[src/rtl/master_out_pkg.sv]
// Shared definitions for the master output stage: gain FSM states, gain format, soft-clip knee.
// Latency: n/a (package only).
// Backpressure: n/a (package only).
package master_out_pkg;

    typedef enum logic [1:0] {
        S_MUTED  = 2'd0,
        S_RAMP   = 2'd1,
        S_ACTIVE = 2'd2
    } state_t;

    // Gain is Q8 unsigned; 256 is exactly 1.0.
    localparam int GAIN_W     = 9;
    localparam int UNITY_GAIN = 256;

    // Soft-clip knee: magnitudes above this are compressed 4:1.
    localparam int SOFT_KNEE  = 24576;

    // Volume index 0..7 maps to (idx+1)/8 of unity; mute forces zero.
    function automatic logic [GAIN_W-1:0] vol_to_gain(input logic [2:0] vol, input logic mute);
        logic [GAIN_W-1:0] g;
        g = ({6'd0, vol} + 9'd1) << 5;
        return mute ? '0 : g;
    endfunction

endpackage

[src/rtl/master_out_stage_peak_meter.sv]
// Peak meter: running max of |sample| over 2^WIN_LOG2 samples, log2 code of max registered at window end.
// Latency: o_peak registers on the same edge as the window's last sample is accepted.
// Backpressure: none; consumes every i_vld strobe.
//
// Ports: i_clk/i_rst clock and async active-high reset; i_vld/i_data sample strobe and signed
// sample; o_peak = index of highest set bit of window maximum plus one (0 = silence).
module peak_meter #(
    parameter int unsigned WIN_LOG2 = 10
) (
    input  logic        i_clk,
    input  logic        i_rst,
    input  logic        i_vld,
    input  logic [15:0] i_data,
    output logic [3:0]  o_peak
);

    logic [WIN_LOG2-1:0] win_q, win_d;
    logic [15:0]         max_q, max_d;
    logic [3:0]          peak_q, peak_d;
    logic [15:0]         mag;
    logic [15:0]         cur;
    logic [3:0]          code;

    always_comb begin
        // |-32768| saturates to 32767 so the code never exceeds 15.
        if (i_data[15]) begin
            mag = (i_data == 16'h8000) ? 16'h7fff : -i_data;
        end else begin
            mag = i_data;
        end
        cur = (mag > max_q) ? mag : max_q;

        code = 4'd0;
        for (int b = 0; b < 15; b++) begin
            if (cur[b]) begin
                code = 4'(b + 1);
            end
        end
        if (cur[15]) begin
            code = 4'd15;
        end

        win_d  = win_q;
        max_d  = max_q;
        peak_d = peak_q;
        if (i_vld) begin
            win_d = win_q + 1'b1;
            if (&win_q) begin
                // Last sample of the window: publish and restart the maximum.
                peak_d = code;
                max_d  = '0;
            end else begin
                max_d = cur;
            end
        end
    end

    always_ff @(posedge i_clk or posedge i_rst) begin
        if (i_rst) begin
            win_q  <= '0;
            max_q  <= '0;
            peak_q <= '0;
        end else begin
            win_q  <= win_d;
            max_q  <= max_d;
            peak_q <= peak_d;
        end
    end

    assign o_peak = peak_q;

endmodule

[src/rtl/master_out_stage.sv]
// Master output stage: click-free volume/mute ramp, optional soft clip, held clip flag, peak meter.
// Latency: 2 cycles i_valid -> o_valid; o_clip/o_muted/gain update 1 cycle after i_valid.
// Backpressure: none; fully pipelined, accepts i_valid every cycle.
//
// Ports: i_clk/i_rst (async active-high); i_valid/i_data signed sample in; i_volume 0..7 and
// i_mute sampled on i_valid; o_data/o_valid registered sample out; o_clip held clip indicator;
// o_peak 4-bit window peak code; o_muted high in S_MUTED.
// Build option: define MASTER_OUT_SOFTCLIP_EN to enable the 4:1 soft clip above the knee.
module master_out_stage
    import master_out_pkg::*;
#(
    parameter int unsigned RAMP_STEP    = 1,
    parameter logic [15:0] CLIP_THRESH  = 16'd32000,
    parameter int unsigned HOLD_SAMPLES = 4800,
    parameter int unsigned WIN_LOG2     = 10
) (
    input  logic        i_clk,
    input  logic        i_rst,
    input  logic        i_valid,
    input  logic [15:0] i_data,
    input  logic [2:0]  i_volume,
    input  logic        i_mute,
    output logic [15:0] o_data,
    output logic        o_valid,
    output logic        o_clip,
    output logic [3:0]  o_peak,
    output logic        o_muted
);

    localparam logic [GAIN_W-1:0] STEP   = GAIN_W'(RAMP_STEP);
    localparam int                HOLD_W = $clog2(HOLD_SAMPLES + 1);
    localparam logic [HOLD_W-1:0] HOLD   = HOLD_W'(HOLD_SAMPLES);

    // ---------------- gain ramp and FSM ----------------
    state_t            state_q, state_d;
    logic [GAIN_W-1:0] g_t;
    logic [GAIN_W-1:0] g_r_q, g_r_d;

    always_comb begin
        g_t     = vol_to_gain(i_volume, i_mute);
        g_r_d   = g_r_q;
        state_d = state_q;
        if (i_valid) begin
            // Step toward target, clamped so the gain lands exactly on it.
            if (g_r_q < g_t) begin
                g_r_d = ((g_t - g_r_q) > STEP) ? g_r_q + STEP : g_t;
            end else if (g_r_q > g_t) begin
                g_r_d = ((g_r_q - g_t) > STEP) ? g_r_q - STEP : g_t;
            end

            // Transitions look at the post-step gain so a large step can settle in one sample.
            case (state_q)
                S_MUTED: begin
                    if (g_t != '0) begin
                        state_d = (g_r_d == g_t) ? S_ACTIVE : S_RAMP;
                    end
                end
                S_RAMP: begin
                    if (g_r_d == g_t) begin
                        state_d = (g_t == '0) ? S_MUTED : S_ACTIVE;
                    end
                end
                S_ACTIVE: begin
                    if (g_t != g_r_q) begin
                        if (g_r_d != g_t) begin
                            state_d = S_RAMP;
                        end else if (g_t == '0) begin
                            state_d = S_MUTED;
                        end
                    end
                end
                default: state_d = S_MUTED;
            endcase
        end
    end

    // ---------------- clip detect and hold ----------------
    logic [15:0]       abs_in;
    logic              is_clip;
    logic [HOLD_W-1:0] hold_q, hold_d;
    logic              clip_q, clip_d;

    always_comb begin
        if (i_data[15]) begin
            abs_in = (i_data == 16'h8000) ? 16'h7fff : -i_data;
        end else begin
            abs_in = i_data;
        end
        is_clip = (abs_in >= CLIP_THRESH);

        hold_d = hold_q;
        clip_d = clip_q;
        if (i_valid) begin
            if (is_clip) begin
                hold_d = HOLD;
                clip_d = 1'b1;
            end else begin
                // Flag stays up while the count before this sample was nonzero, giving
                // exactly HOLD_SAMPLES further samples of indication.
                clip_d = (hold_q != '0);
                if (hold_q != '0) begin
                    hold_d = hold_q - 1'b1;
                end
            end
        end
    end

    // ---------------- stage 1: multiply ----------------
    logic signed [25:0] prod_q, prod_d;
    logic               vld1_q, vld1_d;

    always_comb begin
        vld1_d = i_valid;
        prod_d = prod_q;
        if (i_valid) begin
            // Pre-step gain is used for this sample.
            prod_d = 26'(signed'(i_data)) * 26'(signed'({1'b0, g_r_q}));
        end
    end

    // ---------------- stage 2: shift, soft clip, saturate ----------------
    logic signed [25:0] sh;
    logic signed [25:0] ysc;
    logic [15:0]        sat;
    logic [15:0]        o_data_q, o_data_d;
    logic               o_valid_q, o_valid_d;
`ifdef MASTER_OUT_SOFTCLIP_EN
    localparam logic [25:0] KNEE = 26'(SOFT_KNEE);
    logic [25:0]        ay;
    logic [25:0]        mag;
`endif

    always_comb begin
        sh  = prod_q >>> 8;
        ysc = sh;
`ifdef MASTER_OUT_SOFTCLIP_EN
        ay  = sh[25] ? 26'(-sh) : 26'(sh);
        mag = ay;
        if (ay > KNEE) begin
            mag = KNEE + ((ay - KNEE) >> 2);
            ysc = sh[25] ? -$signed(mag) : $signed(mag);
        end
`endif
        if (ysc > 26'sd32767) begin
            sat = 16'h7fff;
        end else if (ysc < -26'sd32768) begin
            sat = 16'h8000;
        end else begin
            sat = ysc[15:0];
        end

        o_valid_d = vld1_q;
        o_data_d  = vld1_q ? sat : o_data_q;
    end

    always_ff @(posedge i_clk or posedge i_rst) begin
        if (i_rst) begin
            state_q   <= S_MUTED;
            g_r_q     <= '0;
            hold_q    <= '0;
            clip_q    <= 1'b0;
            prod_q    <= '0;
            vld1_q    <= 1'b0;
            o_data_q  <= '0;
            o_valid_q <= 1'b0;
        end else begin
            state_q   <= state_d;
            g_r_q     <= g_r_d;
            hold_q    <= hold_d;
            clip_q    <= clip_d;
            prod_q    <= prod_d;
            vld1_q    <= vld1_d;
            o_data_q  <= o_data_d;
            o_valid_q <= o_valid_d;
        end
    end

    // Meter sees the stage-2 result so o_peak lands together with the window's last o_data.
    peak_meter #(
        .WIN_LOG2 (WIN_LOG2)
    ) u_peak_meter (
        .i_clk  (i_clk),
        .i_rst  (i_rst),
        .i_vld  (vld1_q),
        .i_data (sat),
        .o_peak (o_peak)
    );

    assign o_data  = o_data_q;
    assign o_valid = o_valid_q;
    assign o_clip  = clip_q;
    assign o_muted = (state_q == S_MUTED);

endmodule

[config.mk]
export PLATFORM = sky130hd
export DESIGN_NAME = master_out_stage
export DESIGN_NICKNAME = d
export VERILOG_FILES = /design/src/rtl/master_out_pkg.sv /design/src/rtl/master_out_stage_peak_meter.sv /design/src/rtl/master_out_stage.sv
export SDC_FILE = /design/constraint.sdc
export NUM_CORES = 1
export LEC_CHECK = 0
export BUFFER_PORTS_ARGS = -buffer_cell sky130_fd_sc_hd__buf_2
export CAP_MARGIN = 20
export CORE_MARGIN = 1.5
export CORE_UTILIZATION = 50
export CTS_CLUSTER_SIZE = 10
export DETAILED_ROUTE_END_ITERATION = 6
export GPL_ROUTABILITY_DRIVEN = 1
export GPL_TIMING_DRIVEN = 0
export PLACE_DENSITY = 0.69
export REMOVE_ABC_BUFFERS = 1
export SYNTH_ARGS = -nofsm -noshare
export SYNTH_HDL_FRONTEND = slang
export SYNTH_HIERARCHICAL = 1
export SYNTH_SLANG_ARGS = --single-unit
[constraint.sdc]
create_clock -name i_clk -period 5.55 [get_ports i_clk]
set_clock_uncertainty 0.05 [all_clocks]
set_input_delay 0.555 -clock i_clk [delete_from_list [all_inputs] [get_ports i_clk]]
set_output_delay 0.555 -clock i_clk [all_outputs]
set_load 0.02 [all_outputs]
==> summary.md, run 1 <==
| Metric | Value |
|---|---|
| Synthesized area per cell | `8.78 µm²` |
| Worst-Skew Late Latency | `0.35 ns` |
| CTS clock-pin slew for the worst setup and hold paths | `0.07 ns` |
| TritonCTS clock tree | `built` |
| Kind of start point of the critical path | `input port` |
| Relative slew margins | `29.0%` |
| Setup violators final | `2` |
| Ys async rst share | `100%` |
| Buffers plus inverters on the worst setup path | `7` |
| Fin util | `58.3%` |
| Final GP Congestion | `0.891` |
| Cells along the critical path | `buf_2 > nand2_1 > fa_1 > inv_2 > fa_1 > inv_2 > fa_1 > inv_1 > fa_1 > inv_2 > fa_1 > inv_2 > ha_4 > nor2_4 > a21oi_4 > o311ai_4 > o31ai_4 > buf_4 > a21oi_4 > o211ai_1 > a21oi_1 > xnor2_1 > mux2_4` |
| Total grt overflow | `0` |
| Worst slew pin tran | `1.06 ns` |
| Horiz. Die Dim | `155 µm` |
| Antenna violations before repair | `1` |
| CP startpoint | `i_data[5]` |
| DPL Wire Length | `19800 µm` |
| Crit path time final | `5.59 ns` |
| Top cells by area, synth | `fa_1 21%, dfrtp_1 20%, ha_1 9.6%` |
| Unrepaired setup endpoints after global routing | `true` |
| Die area | `0.0239 mm²` |
| Share of layout cells above drive strength 1 | `18.9%` |
| Max-slew violation count | `0` |
| Detail Route Antenna Nets | `0` |
| Crit path max-delay family | `adder cells` |
| Max Fanout on Critical Path | `10` |
| Post-synth EDFFs | `0` |
| TritonCTS Buffers | `9` |
| Post-Syn Instances | `1309` |
| Via count | `9497` |
| Chip height | `155 µm` |
| Number of global-route vias before repair | `9814` |
| Final worst slack | `-0.0376 ns` |
| Status | `complete, but fails checks` |
| Register area share after synthesis | `19.8%` |
| Area share of the largest cell type after synthesis | `21.2%` |
| Failing checks | `setup timing` |
| IO Pins | `46` |
| Core Rows | `55` |
| Reg-to-reg startpoint | `g_r_q[2]` |
| Remaining DRCs | `0` |
| Critical path arrival | `5.77 ns` |
| Critical Path RT | `5.73 ns` |
| Drt wl/cell | `17.3 µm` |
| Core area | `0.0226 mm²` |
| DRT Wirelength | `28400 µm` |
| Final worst path period share | `101%` |
| Cell Count, Final, Fillers Out | `1648` |
| # H-tree levels | `3` |
| Fillers | `1962` |
| GRT Overall Usage | `24.8%` |
| CP Class | `in2reg` |
| Post-synth top area cell | `fa_1` |
| First-pass GRT wire length | `47900 µm` |
| Post-layout nets | `1591` |
| 1st-iter DRT viols | `559` |
| Antenna diode count | `0` |
| Ys flop type | `dfrtp_1` |
| Clock Tree Buf Depth | `2` |
| Worst Hold Class | `in2async` |
| IO Port Bufs | `45` |
| Cell Area, Synth | `0.0115 mm²` |
| CP endpoint kind | `flop` |
| Count of different cell masters after synthesis | `86` |
| Fmax | `179 MHz` |
| Vias per inst | `5.76` |
| Count leader, synth | `inv_1` |
| Final hold vios | `0` |
| Slowest cell delay on critical path | `0.57 ns` |
| Seq cells post-synth | `91` |
| Area Growth Syn to Fin | `14.5%` |
| Cell mode on critical path | `fa_1` |
| Max Cap Viol | `0` |
| Root Buffer | `clkbuf_16` |
| Clock Sinks | `91` |
| Post-Place Cells | `1578` |
| Commonest cells post-synth | `182 x inv_1, 122 x fa_1, 122 x nand2_1` |
| Starting Density | `50.9%` |
| Pin count of the biggest net entering global routing | `53` |
| DR pass1 iterations | `5` |
| Critical path's slowest cell | `fa_1` |
| CTS Hold Bufs | `0` |
| Ys Warns | `6` |
worst paths after layout:
check                                             end  slack (ns)  cells after the start
worst max register to register             prod_q[21]       -0.04                     23
min in group i_clk              u_peak_meter/win_q[5]        0.42                      1
max in group asynchronous                    g_r_q[1]        4.66                      3
worst max-delay path                       prod_q[21]       -0.04                     23
worst min register to register  u_peak_meter/win_q[5]        0.42                      1
worst min-delay path                        o_data[7]        0.17                      2
state kept, by name, summed over array words and instances, names as in the netlist, 2 cells and up:
register,count
hold_q,13
state_q,2
u_peak_meter/max_q,16
g_r_q,9
o_data,16
u_peak_meter/o_peak,4
u_peak_meter/win_q,10
prod_q,18
metal layers:
metal	routed length (µm)	vias to the layer above	track usage, %
li1	-	4441	-
met3	1470	58	3.89
met5	13	-	0
met2	14000	249	41.4
met1	12200	4747	33.0
met4	705	2	8.24
cell type report:
cell class | count | area, µm² | area share, %
flip-flops and latches | 91 | 2310 | 17.5
repair buffers | 101 | 791 | 6.01
clock inverters | 6 | 96.3 | 0.732
multi-input cells | 972 | 8670 | 65.9
inverters | 183 | 714 | 5.43
clock buffers | 10 | 229 | 1.74
well taps | 285 | 357 | 2.71
stage by stage:
stage	area, µm²	hold WS (ns)	TNS (ns)	setup slack, ns
finish	13200	0.173	-0.0480	-0.0376
detailed placement	11900	0.404	-20.49	-1.29
global placement	11800	0.402	-17.72	-1.26
global route	13200	0.191	-1.01	-0.224
floorplan	11200	0.385	-0.604	-0.286
CTS	12700	0.180	-0.0785	-0.0785
placed cells by master, fill, tap and decap left out, drive strengths merged, types with 34 or more instances in the layout:
master,count
a21oi,41
and2,66
buf,100
dfrtp,91
fa,122
ha,88
inv,180
mux2,34
nand2,123
nor2,116
o21ai,54
xnor2,38
kinds of logic (layout without fill, tap and decap cells):
logic type	after synthesis	count (layout)	synth area share, %
XOR/XNOR	56	56	4.27
buffers and inverters	246	300	8.34
flip-flops	91	91	19.8
AND/OR/NAND/NOR	447	447	19.7
AO/OA/AOI/OAI	213	213	12.7
adder cells (fa/ha/maj)	210	210	30.8
multiplexers	46	46	4.38
timing repair:
action,in CTS,in global routing
gates cloned,0,1
pin swaps,21,63
endpoints found under the setup margin,36,27
buffers inserted,29,23
resized for setup,55,65
Power of run 1 is left out: the tool's default activity adds up to more than one toggle a clock period on the data nets, which glitch-free logic cannot reach.
==> run 2, diff against run 1 <==
--- a/config.mk
+++ b/config.mk
@@ -12,7 +12,6 @@
 export CTS_CLUSTER_SIZE = 10
 export DETAILED_ROUTE_END_ITERATION = 6
 export GPL_ROUTABILITY_DRIVEN = 1
-export GPL_TIMING_DRIVEN = 0
 export PLACE_DENSITY = 0.69
 export REMOVE_ABC_BUFFERS = 1
 export SYNTH_ARGS = -nofsm -noshare
==> run 2 against run 1 <==
The flow still finishes with violations (setup timing). Hold slack improved by 0.077 ns. Global-route usage fell by 0.21 points. First-iteration DRC count rose by 19%. Via count rose by 1.3%. Critical endpoint is now prod_q[24]. Cell count rose by 4.4%. Sequential share of layout area fell by 0.69 points. Core utilization rose by 1.7 points. Wire length fell by 1.3%. Setup slack improved by 0.0087 ns. Maximum frequency rose by 0.16%.
==> summary.md, run 2 (synthesized netlist as in run 1, its figures left out) <==
| Metric | Value |
|---|---|
| Status | `complete, but fails checks (unchanged)` |
| Failing checks | `setup timing (unchanged)` |
| Max Cap Viol | `0 (unchanged)` |
| First-pass GRT wire length | `47800 µm (was 47900 µm)` |
| Final GP Congestion | `0.915 (was 0.891)` |
| Critical path's slowest cell | `fa_1 (unchanged)` |
| TritonCTS Buffers | `9 (unchanged)` |
| CP endpoint kind | `flop (unchanged)` |
| Critical Path RT | `5.73 ns (about the same)` |
| Unrepaired setup endpoints after global routing | `true (unchanged)` |
| Number of global-route vias before repair | `9988 (was 9814)` |
| Final worst path period share | `101% (about the same)` |
| IO Port Bufs | `45 (unchanged)` |
| Chip height | `155 µm (unchanged)` |
| Max-slew violation count | `0 (unchanged)` |
| Remaining DRCs | `0 (unchanged)` |
| Share of layout cells above drive strength 1 | `23.1% (was 18.9%)` |
| Setup violators final | `1 (was 2)` |
| Worst Hold Class | `in2async (unchanged)` |
| TritonCTS clock tree | `built (unchanged)` |
| Clock Tree Buf Depth | `2 (unchanged)` |
| Cell mode on critical path | `fa_1 (unchanged)` |
| Design area | `0.0136 mm² (was 0.0132 mm²)` |
| Starting Density | `50.9% (unchanged)` |
| Kind of start point of the critical path | `flop (was input port)` |
| CP Class | `reg2reg (was in2reg)` |
| Die area | `0.0239 mm² (unchanged)` |
| Core area | `0.0226 mm² (unchanged)` |
| Vias per inst | `5.59 (was 5.76)` |
| GRT Overall Usage | `24.6% (was 24.8%)` |
| Post-layout nets | `1664 (was 1591)` |
| DRT Wirelength | `28100 µm (was 28400 µm)` |
| Antenna violations before repair | `0 (was 1)` |
| # H-tree levels | `3 (unchanged)` |
| Slowest cell delay on critical path | `0.55 ns (was 0.57 ns)` |
| Most frequent cells in the layout | `165 x inv_1, 117 x fa_1, 114 x buf_4, 111 x nor2_1, 105 x nand2_1 (was 169 x inv_1, 119 x nand2_1, 115 x fa_1, 106 x nor2_1, 82 x dfrtp_1)` |
| Total grt overflow | `0 (unchanged)` |
| Pin count of the biggest net entering global routing | `62 (was 53)` |
| Worst slew pin tran | `1.05 ns (was 1.06 ns)` |
| Fmax | `179 MHz (about the same)` |
| Antenna diode count | `0 (unchanged)` |
| Relative slew margins | `29.7% (was 29.0%)` |
| Clock Sinks | `91 (unchanged)` |
| Final worst slack | `-0.0289 ns (was -0.0376 ns)` |
| Core Rows | `55 (unchanged)` |
| Crit path max-delay family | `adder cells (unchanged)` |
| Crit path time final | `5.58 ns (was 5.59 ns)` |
| Critical path arrival | `5.76 ns (was 5.77 ns)` |
| DPL Wire Length | `21700 µm (was 19800 µm)` |
| Drt wl/cell | `16.3 µm (was 17.3 µm)` |
| Worst-Skew Late Latency | `0.34 ns (was 0.35 ns)` |
| CTS clock-pin slew for the worst setup and hold paths | `0.07 ns (about the same)` |
| Commonest non-fill, non-tap cell in the layout | `inv_1 (unchanged)` |
| Root Buffer | `clkbuf_16 (unchanged)` |
| Cells along the critical path | `buf_6 > nand2_1 > fa_1 > inv_1 > fa_1 > fa_2 > fa_1 > inv_1 > fa_1 > inv_1 > ha_1 > a21o_1 > a21oi_2 > o21a_1 > o31ai_4 > buf_4 > a211oi_4 > nor2_4 > a221oi_4 > xnor2_1 > mux2_4 (was buf_2 > nand2_1 > fa_1 > inv_2 > fa_1 > inv_2 > fa_1 > inv_1 > fa_1 > inv_2 > fa_1 > inv_2 > ha_4 > nor2_4 > a21oi_4 > o311ai_4 > o31ai_4 > buf_4 > a21oi_4 > o211ai_1 > a21oi_1 > xnor2_1 > mux2_4)` |
| IO Pins | `46 (unchanged)` |
| Max Fanout on Critical Path | `8 (was 10)` |
| 1st-iter DRT viols | `666 (was 559)` |
| Detail Route Antenna Nets | `0 (unchanged)` |
| Max reg flops | `18 (unchanged)` |
| Final hold vios | `0 (unchanged)` |
| Via count | `9616 (was 9497)` |
| FF/Latch Area | `0.00228 mm² (was 0.00231 mm²)` |
| Area Growth Syn to Fin | `17.9% (was 14.5%)` |
| Buffers plus inverters on the worst setup path | `5 (was 7)` |
| DR pass1 iterations | `5 (unchanged)` |
| Post-DP Area | `0.0127 mm² (was 0.0119 mm²)` |
| Horiz. Die Dim | `155 µm (unchanged)` |
| Reg with most FFs | `prod_q (unchanged)` |
| Fillers | `1958 (was 1962)` |
| Area of the multi-input gates | `0.00865 mm² (was 0.00867 mm²)` |
run 2: worst min-delay path: stages:
cell   delay [ns]
buf_2        0.11
inv_1        0.05
buf_4        0.35
run 2: cell type report:
type / count / area share [%]
multi-input cells: 972 / 63.8
flip-flops and latches: 91 / 16.8
repair buffers: 174 / 9.33
inverters: 183 / 5.09
well taps: 285 / 2.63
clock buffers: 9 / 1.66
clock inverters: 7 / 0.637
run 2: final timing paths:
kind / from / end / slack [ns] / cells after the start
max: g_r_q[1] / prod_q[24] / -0.03 / 21
min: i_rst / u_peak_meter/win_q[4] / 0.25 / 3
max reg2reg: g_r_q[1] / prod_q[24] / -0.03 / 21
min reg2reg: u_peak_meter/win_q[5] / u_peak_meter/win_q[5] / 0.42 / 1
max in group asynchronous: i_rst / g_r_q[5] / 4.48 / 3
min in group i_clk: u_peak_meter/win_q[5] / u_peak_meter/win_q[5] / 0.42 / 1
run 2: what timing repair did:
| action | CTS | global route |
|---|---|---|
| endpoints found under the setup margin | 9 | 14 |
| gates cloned | 1 | 1 |
| hold buffers | 0 | 0 |
| buffers inserted | 5 | 7 |
| resized for setup | 22 | 92 |
| pin swaps | 11 | 72 |
run 2: per-layer routing:
metal	vias up	global-route usage [%]	wire length, µm
met5	-	0	0
met4	0	7.42	629
met3	46	2.97	1090
met2	222	41.9	13600
met1	4748	32.9	12700
li1	4600	-	-
run 2: stage by stage:
stage | hold WS, ns | setup TNS (ns) | setup slack (ns) | util, % | std cells
detailed placement | 0.405 | -3.39 | -0.562 | 56.3 | 1694
floorplan | 0.385 | -0.604 | -0.286 | - | 1246
finish | 0.250 | -0.0289 | -0.0289 | 60.0 | 1721
global route | 0.284 | -0.655 | -0.254 | 60.0 | 1721
CTS | 0.249 | -0.0498 | -0.0498 | 58.2 | 1715
global placement | 0.401 | -2.36 | -0.460 | 56.3 | 1694
Power of run 2 is left out for the same reason.
==> run 3, diff against run 2 <==
--- a/config.mk
+++ b/config.mk
@@ -7,6 +7,7 @@
 export LEC_CHECK = 0
 export BUFFER_PORTS_ARGS = -buffer_cell sky130_fd_sc_hd__buf_2
 export CAP_MARGIN = 20
+export CORE_ASPECT_RATIO = 0.7
 export CORE_MARGIN = 1.5
 export CORE_UTILIZATION = 50
 export CTS_CLUSTER_SIZE = 10
==> constraint.sdc (replaced) <==
create_clock -name i_clk -period 5.55 [get_ports i_clk]
set_clock_uncertainty 0.05 [all_clocks]
set_input_delay 1.3875 -clock i_clk [delete_from_list [all_inputs] [get_ports i_clk]]
set_output_delay 1.3875 -clock i_clk [all_outputs]
set_load 0.02 [all_outputs]
==> run 3 against run 2 <==
The flow still finishes with violations (setup timing). Cell count rose by 3.1%. Critical endpoint is now prod_q[17]. Die area is essentially flat. Hold slack better by 0.17 ns. First-iteration DRC count grew 8.3%.
==> summary.md, run 3 (synthesized netlist as in run 1, its figures left out) <==
| Metric | Value |
|---|---|
| 1st-iter DRT viols | `721 (was 666)` |
| Most frequent cells in the layout | `165 x inv_1, 151 x buf_4, 113 x fa_1, 111 x nand2_1, 107 x nor2_1 (was 165 x inv_1, 117 x fa_1, 114 x buf_4, 111 x nor2_1, 105 x nand2_1)` |
| Max reg flops | `18 (unchanged)` |
| Max Cap Viol | `0 (unchanged)` |
| Cells on worst reg2reg path | `18 (was 21)` |
| Slowest cell delay on critical path | `0.56 ns (was 0.55 ns)` |
| DRT Wirelength | `29800 µm (was 28100 µm)` |
| Worst slew pin tran | `1.01 ns (was 1.05 ns)` |
| Buffers plus inverters on the worst setup path | `7 (was 5)` |
| Commonest non-fill, non-tap cell in the layout | `inv_1 (unchanged)` |
| Final worst path period share | `110% (was 101%)` |
| Horiz. Die Dim | `184 µm (was 155 µm)` |
| DR WL met3 | `1960 µm (was 1090 µm)` |
| Post-layout nets | `1691 (was 1664)` |
| CP Class | `in2reg (was reg2reg)` |
| IO Port Bufs | `45 (unchanged)` |
| # H-tree levels | `3 (unchanged)` |
| Setup violators final | `15 (was 1)` |
| CTS Hold Bufs | `0 (unchanged)` |
| Failing checks | `setup timing (unchanged)` |
| DR pass1 iterations | `5 (unchanged)` |
| Reg-to-reg startpoint | `g_r_q[3] (was g_r_q[1])` |
| DR top layer | `met4 (unchanged)` |
| Worst-Skew Late Latency | `0.36 ns (was 0.34 ns)` |
| Status | `complete, but fails checks (unchanged)` |
| FF-to-FF setup slack | `-0.17 ns (was -0.03 ns)` |
| Core Rows | `46 (was 55)` |
| TritonCTS Buffers | `9 (unchanged)` |
| Cells along the critical path | `buf_4 > buf_4 > nand2_1 > fa_1 > inv_1 > fa_1 > fa_2 > fa_1 > inv_2 > fa_1 > inv_1 > ha_4 > buf_4 > nand2_1 > o31ai_4 > buf_4 > and2_4 > o21a_1 > nor2_1 > xnor2_1 > mux2_2 (was buf_6 > nand2_1 > fa_1 > inv_1 > fa_1 > fa_2 > fa_1 > inv_1 > fa_1 > inv_1 > ha_1 > a21o_1 > a21oi_2 > o21a_1 > o31ai_4 > buf_4 > a211oi_4 > nor2_4 > a221oi_4 > xnor2_1 > mux2_4)` |
| Antenna diode count | `0 (unchanged)` |
| Number of global-route vias before repair | `9571 (was 9988)` |
| Critical path's slowest cell | `fa_1 (unchanged)` |
| WHS Path Cells | `1` |
| Die area | `0.0239 mm² (about the same)` |
| Clock Sinks | `91 (unchanged)` |
| Kind of start point of the critical path | `input port (was flop)` |
| Core area | `0.0226 mm² (about the same)` |
| Total grt overflow | `0 (unchanged)` |
| DPL Wire Length | `23000 µm (was 21700 µm)` |
| Area Growth Syn to Fin | `21.6% (was 17.9%)` |
| Drt wl/cell | `16.8 µm (was 16.3 µm)` |
| Antenna violations before repair | `0 (unchanged)` |
| Clock Tree Buf Depth | `2 (unchanged)` |
| Pin count of the biggest net entering global routing | `62 (unchanged)` |
| Min-delay src | `u_peak_meter/win_q[5]` |
| Fillers | `1861 (was 1958)` |
| Root Buffer | `clkbuf_16 (unchanged)` |
| Share of layout cells above drive strength 1 | `25.6% (was 23.1%)` |
| Crit path max-delay family | `adder cells (unchanged)` |
| Via count | `9798 (was 9616)` |
| Met2 wire length | `12700 µm (was 13600 µm)` |
| First-pass GRT wire length | `48400 µm (was 47800 µm)` |
| Final hold vios | `0 (unchanged)` |
| Vias per inst | `5.52 (was 5.59)` |
| Max-slew violation count | `0 (unchanged)` |
| Reg2reg end | `prod_q[24] (unchanged)` |
| Fmax | `164 MHz (was 179 MHz)` |
| WHS Endpoint | `u_peak_meter/win_q[5]` |
| Final GP Congestion | `0.936 (was 0.915)` |
| Critical path arrival | `6.30 ns (was 5.76 ns)` |
| Detail Route Antenna Nets | `0 (unchanged)` |
| Remaining DRCs | `0 (unchanged)` |
| Crit path time final | `6.10 ns (was 5.58 ns)` |
| Unrepaired setup endpoints after global routing | `true (unchanged)` |
| Chip height | `130 µm (was 155 µm)` |
| WL met1 | `14800 µm (was 12700 µm)` |
| CTS clock-pin slew for the worst setup and hold paths | `0.07 ns (about the same)` |
| Worst Hold Class | `reg2reg (was in2async)` |
| IO Pins | `46 (unchanged)` |
| Starting Density | `50.8% (was 50.9%)` |
| Max Fanout on Critical Path | `7 (was 8)` |
| Final worst slack | `-0.552 ns (was -0.0289 ns)` |
| GRT Overall Usage | `25.5% (was 24.6%)` |
| Critical Path RT | `5.75 ns (was 5.73 ns)` |
| Post-route setup TNS | `-5.52 ns (was -0.0289 ns)` |
| Reg with most FFs | `prod_q (unchanged)` |
| CP endpoint kind | `flop (unchanged)` |
| TritonCTS clock tree | `built (unchanged)` |
| Relative slew margins | `32.4% (was 29.7%)` |
==> run 3: repair_timing <==
item	4_1_cts	5_1_grt
setup endpoints to repair	16	18
pin swaps	60	63
buffers inserted	10	15
gates resized for setup	71	84
==> run 3: area by class of cell <==
type / instances / area, µm² / share of cell area, %
Sequential cell: 91 / 2280 / 16.3
Timing Repair Buffer: 201 / 1520 / 10.9
Clock buffer: 10 / 229 / 1.64
Inverter: 183 / 689 / 4.93
Tap cell: 312 / 390 / 2.79
Multi-Input combinational cell: 972 / 8800 / 62.9
Clock inverter: 6 / 71.3 / 0.510
==> run 3: worst register-to-register path, stage by stage (launching register included) <==
cell and delay (ns):
dfrtp_1 0.54, buf_4 0.25, buf_4 0.15, and2_4 0.14, fa_1 0.59, buf_6 0.13, fa_1 0.44, fa_1 0.53
fa_1 0.49, inv_1 0.05, fa_1 0.49, inv_1 0.04, ha_2 0.18, or4_4 0.54, a211oi_4 0.28, nor2_4 0.07
a221oi_2 0.28, xnor2_1 0.10, mux2_4 0.26
==> run 3: worst max path at each step <==
stage,start,endpoint,slack [ns],depth (start not counted)
floorplan,i_data[15],prod_q[24],-0.97,17
global placement,i_data[4],prod_q[24],-1.24,22
detailed placement,i_data[4],prod_q[24],-1.35,22
CTS,i_data[5],prod_q[24],-0.55,21
global route,i_data[8],prod_q[17],-0.71,21
finish,i_data[8],prod_q[17],-0.55,21
==> run 3: metrics by stage <==
stage	cells	setup slack (ns)	utilization (%)	cell area (µm²)	hold slack, ns
after floorplan	1246	-0.971	-	11200	0.385
after global placement	1741	-1.24	57.1	12900	0.403
after detailed placement	1741	-1.35	57.1	12900	0.408
after CTS	1764	-0.546	60.0	13600	0.419
after global routing	1775	-0.712	61.8	14000	0.451
final	1775	-0.552	61.8	14000	0.416
==> run 3: metal layers <==
| metal | vias up | GRT usage [%] |
|---|---|---|
| met2 | 286 | 38.4 |
| li1 | 4648 | - |
| met1 | 4836 | 38.4 |
| met3 | 28 | 5.36 |
| met4 | 0 | 4.10 |
| met5 | - | 0 |
Power of run 3 is left out for the same reason.
